## config.mk

```make
export PLATFORM = sky130hd
export DESIGN_NAME = uart_tx_arbiter
export DESIGN_NICKNAME = d
export VERILOG_FILES = /design/src/rtl/uart_tx_arbiter_pkg.sv /design/src/rtl/uart_tx_arbiter_rr_select.sv /design/src/rtl/uart_tx_arbiter.sv
export SDC_FILE = /design/constraint.sdc
export NUM_CORES = 1
export LEC_CHECK = 0
export CAP_MARGIN = 10
export CORE_MARGIN = 2
export CORE_UTILIZATION = 43
export DETAILED_ROUTE_END_ITERATION = 10
export PLACE_DENSITY_LB_ADDON = 0.08
export SYNTH_ARGS = -nofsm -noshare
export SYNTH_HDL_FRONTEND = slang
export SYNTH_HIERARCHICAL = 1
export SYNTH_SLANG_ARGS = --single-unit
export TNS_END_PERCENT = 20
```

## constraint.sdc

```tcl
create_clock -name clk -period 2.25 [get_ports clk]
set_clock_uncertainty 0.2 [all_clocks]
set_input_delay 0.225 -clock clk [delete_from_list [all_inputs] [get_ports clk]]
set_output_delay 0.225 -clock clk [all_outputs]
set_load 0.01 [all_outputs]
```

## src/rtl/uart_tx_arbiter_pkg.sv

```systemverilog
// Shared definitions for the UART transmit arbiter: FSM encoding,
// requester-count limits and the default busy-handshake timeout.
package uart_tx_arbiter_pkg;

    localparam int NUM_REQ_MIN      = 2;
    localparam int NUM_REQ_MAX      = 4;
    localparam int BUSY_TIMEOUT_DEF = 16;
    localparam int ID_W             = 2;

    typedef enum logic [1:0] {
        IDLE      = 2'd0,
        LOAD      = 2'd1,
        WAIT_BUSY = 2'd2,
        WAIT_DONE = 2'd3
    } arb_state_e;

endpackage

```

## src/rtl/uart_tx_arbiter_rr_select.sv

```systemverilog
// Combinational round-robin picker: first valid requester at or after ptr_i,
// wrapping modulo NUM_REQ.
module rr_select
    import uart_tx_arbiter_pkg::*;
#(
    parameter int NUM_REQ = 3
) (
    input  logic [NUM_REQ-1:0] valid_i,
    input  logic [ID_W-1:0]    ptr_i,
    output logic [ID_W-1:0]    idx_o,
    output logic               any_o
);

    int              pos;
    logic [ID_W-1:0] cand;

    // Scan from the farthest offset down so the nearest valid one wins.
    always_comb begin
        idx_o = '0;
        any_o = 1'b0;
        pos   = 0;
        cand  = '0;
        for (int k = NUM_REQ - 1; k >= 0; k--) begin
            pos  = int'(ptr_i) + k;
            cand = ID_W'((pos >= NUM_REQ) ? pos - NUM_REQ : pos);
            if (valid_i[cand]) begin
                idx_o = cand;
                any_o = 1'b1;
            end
        end
    end

endmodule

```

## src/rtl/uart_tx_arbiter.sv

```systemverilog
// Round-robin arbiter that feeds byte packets from NUM_REQ requesters into one
// shared UART byte transmitter; a grant is held until the packet's last byte.
//
//   state     | meaning
//   IDLE      | no owner; pick next requester from rrPtr
//   LOAD      | owner holds grant; waiting for its byte and a free transmitter
//   WAIT_BUSY | txStart high; waiting for txBusy to rise (or timeout)
//   WAIT_DONE | byte in flight; waiting for txBusy to fall
module uart_tx_arbiter
    import uart_tx_arbiter_pkg::*;
#(
    parameter int NUM_REQ      = 3,
    parameter int BUSY_TIMEOUT = BUSY_TIMEOUT_DEF
) (
    input  logic                   clk,
    input  logic                   rst,
    input  logic [NUM_REQ-1:0]     reqValid_i,
    input  logic [8*NUM_REQ-1:0]   reqData_i,
    input  logic [NUM_REQ-1:0]     reqLast_i,
    output logic [NUM_REQ-1:0]     reqReady_o,
    output logic                   txStart_o,
    output logic [7:0]             txData_o,
    input  logic                   txBusy_i,
    output logic                   grantValid_o,
    output logic [ID_W-1:0]        grantId_o,
    output logic                   timeoutErr_o
);

    localparam int              CNT_W    = $clog2(BUSY_TIMEOUT + 1);
    localparam logic [CNT_W-1:0] TO_LIMIT = CNT_W'(BUSY_TIMEOUT);
    localparam logic [ID_W-1:0]  LAST_IDX = ID_W'(NUM_REQ - 1);

    arb_state_e       state_q;
    logic [ID_W-1:0]  rrPtr_q, rrPtr_d;
    logic [ID_W-1:0]  grantId_q;
    logic             grantValid_q;
    logic             txStart_q;
    logic [7:0]       txData_q;
    logic             timeoutErr_q;
    logic             last_q;
    logic [CNT_W-1:0] cnt_q, cnt_d;

    logic [ID_W-1:0]  sel_idx;
    logic             sel_any;
    logic             g_valid, g_last;
    logic [7:0]       g_data;

    rr_select #(.NUM_REQ(NUM_REQ)) u_rr_select (
        .valid_i (reqValid_i),
        .ptr_i   (rrPtr_q),
        .idx_o   (sel_idx),
        .any_o   (sel_any)
    );

    always_comb begin
        g_valid    = 1'b0;
        g_last     = 1'b0;
        g_data     = '0;
        reqReady_o = '0;
        for (int i = 0; i < NUM_REQ; i++) begin
            if (grantId_q == ID_W'(i)) begin
                g_valid       = reqValid_i[i];
                g_last        = reqLast_i[i];
                g_data        = reqData_i[8*i +: 8];
                // A busy transmitter blocks the handshake, not just txStart.
                reqReady_o[i] = (state_q == LOAD) && !txBusy_i;
            end
        end
    end

    assign cnt_d   = cnt_q + CNT_W'(1);
    assign rrPtr_d = (grantId_q == LAST_IDX) ? '0 : grantId_q + ID_W'(1);

    always_ff @(posedge clk or posedge rst) begin
        if (rst) begin
            state_q      <= IDLE;
            rrPtr_q      <= '0;
            grantId_q    <= '0;
            grantValid_q <= 1'b0;
            txStart_q    <= 1'b0;
            txData_q     <= '0;
            timeoutErr_q <= 1'b0;
            last_q       <= 1'b0;
            cnt_q        <= '0;
        end else begin
            timeoutErr_q <= 1'b0;
            case (state_q)
                IDLE: begin
                    if (sel_any) begin
                        grantId_q    <= sel_idx;
                        grantValid_q <= 1'b1;
                        state_q      <= LOAD;
                    end
                end
                LOAD: begin
                    if (g_valid && !txBusy_i) begin
                        txData_q  <= g_data;
                        last_q    <= g_last;
                        txStart_q <= 1'b1;
                        cnt_q     <= '0;
                        state_q   <= WAIT_BUSY;
                    end
                end
                WAIT_BUSY: begin
                    if (txBusy_i) begin
                        txStart_q <= 1'b0;
                        state_q   <= WAIT_DONE;
                    end else if (cnt_d == TO_LIMIT) begin
                        txStart_q    <= 1'b0;
                        timeoutErr_q <= 1'b1;
                        state_q      <= WAIT_DONE;
                    end else begin
                        cnt_q <= cnt_d;
                    end
                end
                WAIT_DONE: begin
                    if (!txBusy_i) begin
                        if (last_q) begin
                            rrPtr_q      <= rrPtr_d;
                            grantValid_q <= 1'b0;
                            grantId_q    <= '0;
                            state_q      <= IDLE;
                        end else begin
                            state_q <= LOAD;
                        end
                    end
                end
                default: state_q <= IDLE;
            endcase
        end
    end

    assign txStart_o    = txStart_q;
    assign txData_o     = txData_q;
    assign grantValid_o = grantValid_q;
    assign grantId_o    = grantId_q;
    assign timeoutErr_o = timeoutErr_q;

endmodule

```

# Word level (Yosys, flattened, before mapping)
# Cells that the tools add are included.
word_totals:
  in_bits: 33
  elab_cells: 103
  output_inout_bits: 16
  register_bits: 23
classes:
  n_reduce_logical: 13
  n_bitwise: 1
  eq_ne: 13
  order_cmp: 6
  addsub: 7
  muxes: 54
op_table:
  columns: ["operator", "n"]
  rows:
  - ["2-to-1 mux 2 bit", 15]
  - ["2-to-1 mux 1 bit", 25]
  - ["2-to-1 mux 8 bit", 3]
  - ["2-to-1 mux 5 bit", 3]
  - ["AND reduction 4 bit", 3]
  - ["inequality test 2 bit, second input constant", 5]
  - ["one-hot mux 5 bit (2 select lines)", 1]
  - ["less-than comparator 2 x 3 -> 1 bit, second input constant", 3]
  - ["one-hot mux 2 bit (4 select lines)", 1]
  - ["binary-select mux 1 bit (select 2 bit)", 3]
  - ["equality test 2 bit, second input constant", 3]
  - ["greater-or-equal comparator 3 x 2 -> 1 bit, second input constant", 2]
  - ["AND reduction 3 bit", 2]
  - ["adder 5 x 1 -> 5 bit, second input constant", 1]
  - ["equality test 5 bit, second input constant", 1]
  - ["equality test 2 x 1 -> 1 bit, second input constant", 2]
  - ["zero test 2 bit", 2]
  - ["one-hot mux 1 bit (2 select lines)", 2]
  - ["one-hot mux 2 bit (2 select lines)", 1]
  - ["nonzero test 2 bit", 2]
  - ["subtractor 2 x 1 -> 2 bit, second input constant", 2]
  - ["adder 2 x 1 -> 3 bit, second input constant", 1]
  - ["adder 2 x 2 -> 3 bit, second input constant", 1]
  - ["inequality test 3 bit, second input constant", 1]
  - ["8 further kinds", 9]

# Longest topological paths before layout
depth:
  word_depth: 10
  depth_mapped: 10
  mapped_depth_nobuf: 9

# Cells and area by module
# Netlist, hierarchy kept.
by_module_without_submodules:
  columns: ["module", "instances", "area_per_inst_um2", "cells_per_inst", "seq_area_each_um2"]
  rows:
  - ["uart_tx_arbiter", 1, 1418.9, 155, 575.6]
  - ["rr_select", 1, 222.7, 29, 0.0]

# Worst setup path after synthesis
# OpenSTA, ideal clock, no wires.
synth_timing:
  kind: "flip-flop to flip-flop"
  startpoint: "reg rrPtr_q[0]"
  endpoint: "reg state_q[1]"
  slack_ps: -137
  arrival_time_ps: 2060
  setup_time_ps: 128
  path_stages_with_launch: 10
  path_cell_list: "dfrtp_1 inv_1 ha_1 buf_6 nor2b_1 o31a_1 a2111o_1 nand2b_1 o221ai_1 mux2_1"
synth_between:
  elab_chain_len: 10
  elab_cells_between_ends: 22
synth_rtl:
  columns: ["item", "line_no", "source"]
  rows:
  - ["start: declaration", "uart_tx_arbiter.sv:34", "logic [ID_W-1:0] rrPtr_q, rrPtr_d;"]
  - ["start signal: assignment", "uart_tx_arbiter.sv:119", "rrPtr_q <= rrPtr_d;"]
  - ["adder 2 x 2 -> 3 bit", "uart_tx_arbiter_rr_select.sv:24", "pos = int'(ptr_i) + k;"]
  - ["greater-or-equal comparator 3 x 2 -> 1 bit / subtractor 2 x 1 -> 2 bit (equally long branches)", "uart_tx_arbiter_rr_select.sv:25", "cand = ID_W'((pos >= NUM_REQ) ? pos - NUM_REQ : pos);"]
  - ["2-to-1 mux 2 bit", "uart_tx_arbiter_rr_select.sv:25", null]
  - ["binary-select mux 1 bit (select 2 bit)", "uart_tx_arbiter_rr_select.sv:26", "if (valid_i[cand]) begin"]
  - ["2-to-1 mux 1 bit (implied by the code)", "uart_tx_arbiter_rr_select.sv:26", null]
  - ["2-to-1 mux 1 bit (2 in series)", "uart_tx_arbiter_rr_select.sv:26", null]
  - ["2-to-1 mux 1 bit *", "uart_tx_arbiter_rr_select.sv:26", null]
  - ["via sel_any", "uart_tx_arbiter.sv:44", "logic sel_any;"]
  - ["inequality test 2 bit (no source line) *", null, null]
  - ["AND reduction 4 bit (no source line) *", null, null]
  - ["end signal: assignment", "uart_tx_arbiter.sv:76", "state_q <= IDLE;"]
  - ["end signal: assignment", "uart_tx_arbiter.sv:92", "state_q <= LOAD;"]
  - ["end signal: assignment", "uart_tx_arbiter.sv:101", "state_q <= WAIT_BUSY;"]
  - ["end: declaration", "uart_tx_arbiter.sv:33", "arb_state_e state_q;"]
# The timed path passes the listed nets; every way through them passes the cells marked *. The select of a mux whose other input is x is not followed.
# A chain may end at the register's enable or synchronous reset.

# Worst setup path in the final report
layout_timing:
  startpoint: "reg rrPtr_q[1]"
  endpoint: "reg state_q[1]"
# Same word-level chain as after synthesis.

==> out/qor.yml <==
global_routing:
  grt_pass1_vias: 1588
  grt_antenna_before_repair: 0
  grt_first_pass_wirelength_mm: 7.02
  grtUsageTotal_pct: 20.7
  grt_max_degree: 24
  grt.overflow.total: 0
detailed_routing:
  drt_iter0_markers: 35
  routed_wl_mm: 4.08
  drt-wirelength-per-cell_microns: 13.9
  drc: 0
  dr.pass1.iters: 4
  final_antenna_net_count: 0
  routed_via_density: 5.30
  via_count: 1552
sta:
  period_share_pct: 102
  holdWs_ns: 0.109
  fmax_ghz: 0.434
  period_needed_ns: 2.30
  finalSetupViolCount: 1
  slew_viol_final: 0
  finalWorstSetupSlack_ns: -0.0526
  slew_headroom_pct: 71.2
  rsz0062_at_grt: "yes"
  tightest_slew_ns: 0.431
  tns_ns: -0.0526
  hold_viol_final: 0
clocking:
  clkTransAtPathRegs_ns: 0.09
  insertion_delay_ns: 0.26
  clockRootBuffer: "clkbuf_8"
  clockBufferDepth: 2
  cts_sinks: 23
  cts_buffers: 3
  htreeDepth: 1
  post_cts_buffers: 0
  cts_tree: "yes"
finish:
  layout_commonest_cell: "clkdlybuf4s50_1"
  antenna_cells: 0
  n_fill_cell: 309
  drive_gt1_share_pct: 17.1
  mostFrequentLayoutCells: "clkdlybuf4s50_1, nor2_1, a21oi_1"
  syn2layout_area_growth_pct: 45.9
  stdcell_count: 293
  final_area_sq_um: 2390
  fin_nets: 288
  postLayoutCoreUtil_pct: 65.4
placed_design:
  place_area_sq_um: 2280
  placed_cells: 289
  io_buffer_count: 48
  gp_congestion: 0.825
  post-place-ws_ns: -0.109
  dpl.hpwl_mm: 3.22
worst_setup_path:
  crit_fanout: 3
  cp_data_arrival_time_ns: 2.26
  start_kind: "register"
  r2r_cells: 8
  end_kind: "register"
  worstPathRequired_ns: 2.21
  critPathKind: "reg2reg"
die:
  std_cell_rows: 22
  die_w_microns: 65.8
  initial_core_util_pct: 44.8
  ios: 49
  dieArea_sq_um: 4330
  die_y_microns: 65.8
  core-area_sq_um: 3660
logic_synthesis:
  synth_cell_types: 49
  syn_inst: 184
  synth_nets: 226
  syn_area_sq_um: 1640
  syn_avg_cell_area_sq_um: 8.92
  ys_seq_elements: 23
  synth_edf_count: 0
  synthFlopType: "dfrtp_1"
  synthArstFlopShare_pct: 100
  ys_seq_area_share_pct: 35.1
  synth-warning-count: 6
pwr:
  ir_drop_v: 0.000510
  finalPower_mw: 2.93
  switchingPower_mw: 1.20
  power.internal_mw: 1.73
  power_density_nw_per_um2: 1230
  p_leak_nw: 1.04
  clockPowerShare_pct: 8.8
  p_sw_share_pct: 41.1
  comb_power_share_pct: 65.4
  power_frac_seq_pct: 25.8
run:
  drv_cap: 0
outcome:
  violations: "negative setup slack"
  status: "finished with violations"
worst_hold_path:
  hold_path_class: "in2async"
## Yosys cell counts (all sizes together) (2+ instances only)
library cell	instances	area, sq um
dfrtp	23	576
inv	11	41.3
nor3b	2	15.0
and3	3	18.8
mux2	2	22.5
mux2i	14	144
a22o	2	17.5
nand2	12	45.0
a2bb2oi	3	43.8
a21oi	22	110
nor3	4	20.0
buf	4	28.8
ha	9	113
o21ai	10	50.1
nor2	24	97.6
clkbuf	4	16.3
o31ai	2	15.0
o211ai	2	15.0
nand2b	7	43.8
nor2b	4	25.0
## critical path, cell delays in order (launching register included)
cell and delay (ns):
dfrtp_2 0.45, buf_6 0.13, ha_1 0.17, nor2b_1 0.14
o31a_1 0.27, a2111o_1 0.29, nand2b_4 0.16, o221ai_4 0.07
mux2_4 0.32
## final timing paths
path,startpoint,end,slack [ns]
min reg2reg,grantValid_o,grantValid_o,0.31
max reg2reg,rrPtr_q[1],state_q[1],-0.05
min,rst,cnt_q[1],0.11
min in group clk,grantValid_o,grantValid_o,0.31
max in group asynchronous,rst,rrPtr_q[0],1.48
max,rrPtr_q[1],state_q[1],-0.05
## repair_timing
action                                  4_1_cts  5_1_grt
pin swaps                                     0        1
endpoints found under the setup margin        6        9
resized for setup                            10        8
hold buffers                                  0        0
gates cloned                                  0        0
## cell type report
| type | count | area (sq um) | share of cell area (%) |
|---|---|---|---|
| clock buffers | 3 | 41.3 | 1.72 |
| clock inverters | 1 | 5.00 | 0.209 |
| inverters | 11 | 41.3 | 1.72 |
| multi-input cells | 142 | 1060 | 44.1 |
| flip-flops and latches | 23 | 578 | 24.1 |
| well taps | 48 | 60.1 | 2.51 |
| repair buffers | 65 | 613 | 25.6 |
## registers in the layout, summed over array words and instances, names as in the netlist
signal        flops
txStart_o         1
rrPtr_q           2
grantValid_o      1
grantId_o         2
cnt_q             5
timeoutErr_o      1
last_q            1
txData_o          8
state_q           2
## routing by layer
| metal | GRT usage (%) | up-vias | share of wire, % |
|---|---|---|---|
| met4 | 5.47 | 0 | 0.76 |
| met2 | 37.5 | 36 | 51 |
| met3 | 4.09 | 4 | 4.2 |
| met1 | 24.8 | 735 | 44 |
| li1 | - | 777 | - |
| met5 | 0 | - | 0 |
## power groups by stage
| stage | Combinational [mW] | Sequential [mW] | Clock (mW) |
|---|---|---|---|
| final | 1.92 | 0.758 | 0.258 |
| after detailed placement | 1.79 | 0.741 | 0 |
| after floorplan | 1.14 | 0.757 | 0 |
| after global routing | 2.11 | 0.784 | 0.290 |
| after global placement | 1.73 | 0.734 | 0 |
| after CTS | 1.91 | 0.746 | 0.267 |
## kinds of logic (layout without fill, tap and decap cells)
logic type	after synthesis	in the layout	synth area share, %
AOI/OAI and AO/OA	55	55	23.7
buffers and inverters	19	80	5.26
adders and majority gates	9	9	6.86
and+or+nand+nor	62	62	19.0
muxes	16	16	10.1
DFF	23	23	35.1
Note: power is estimated with default switching activity, not from simulation.
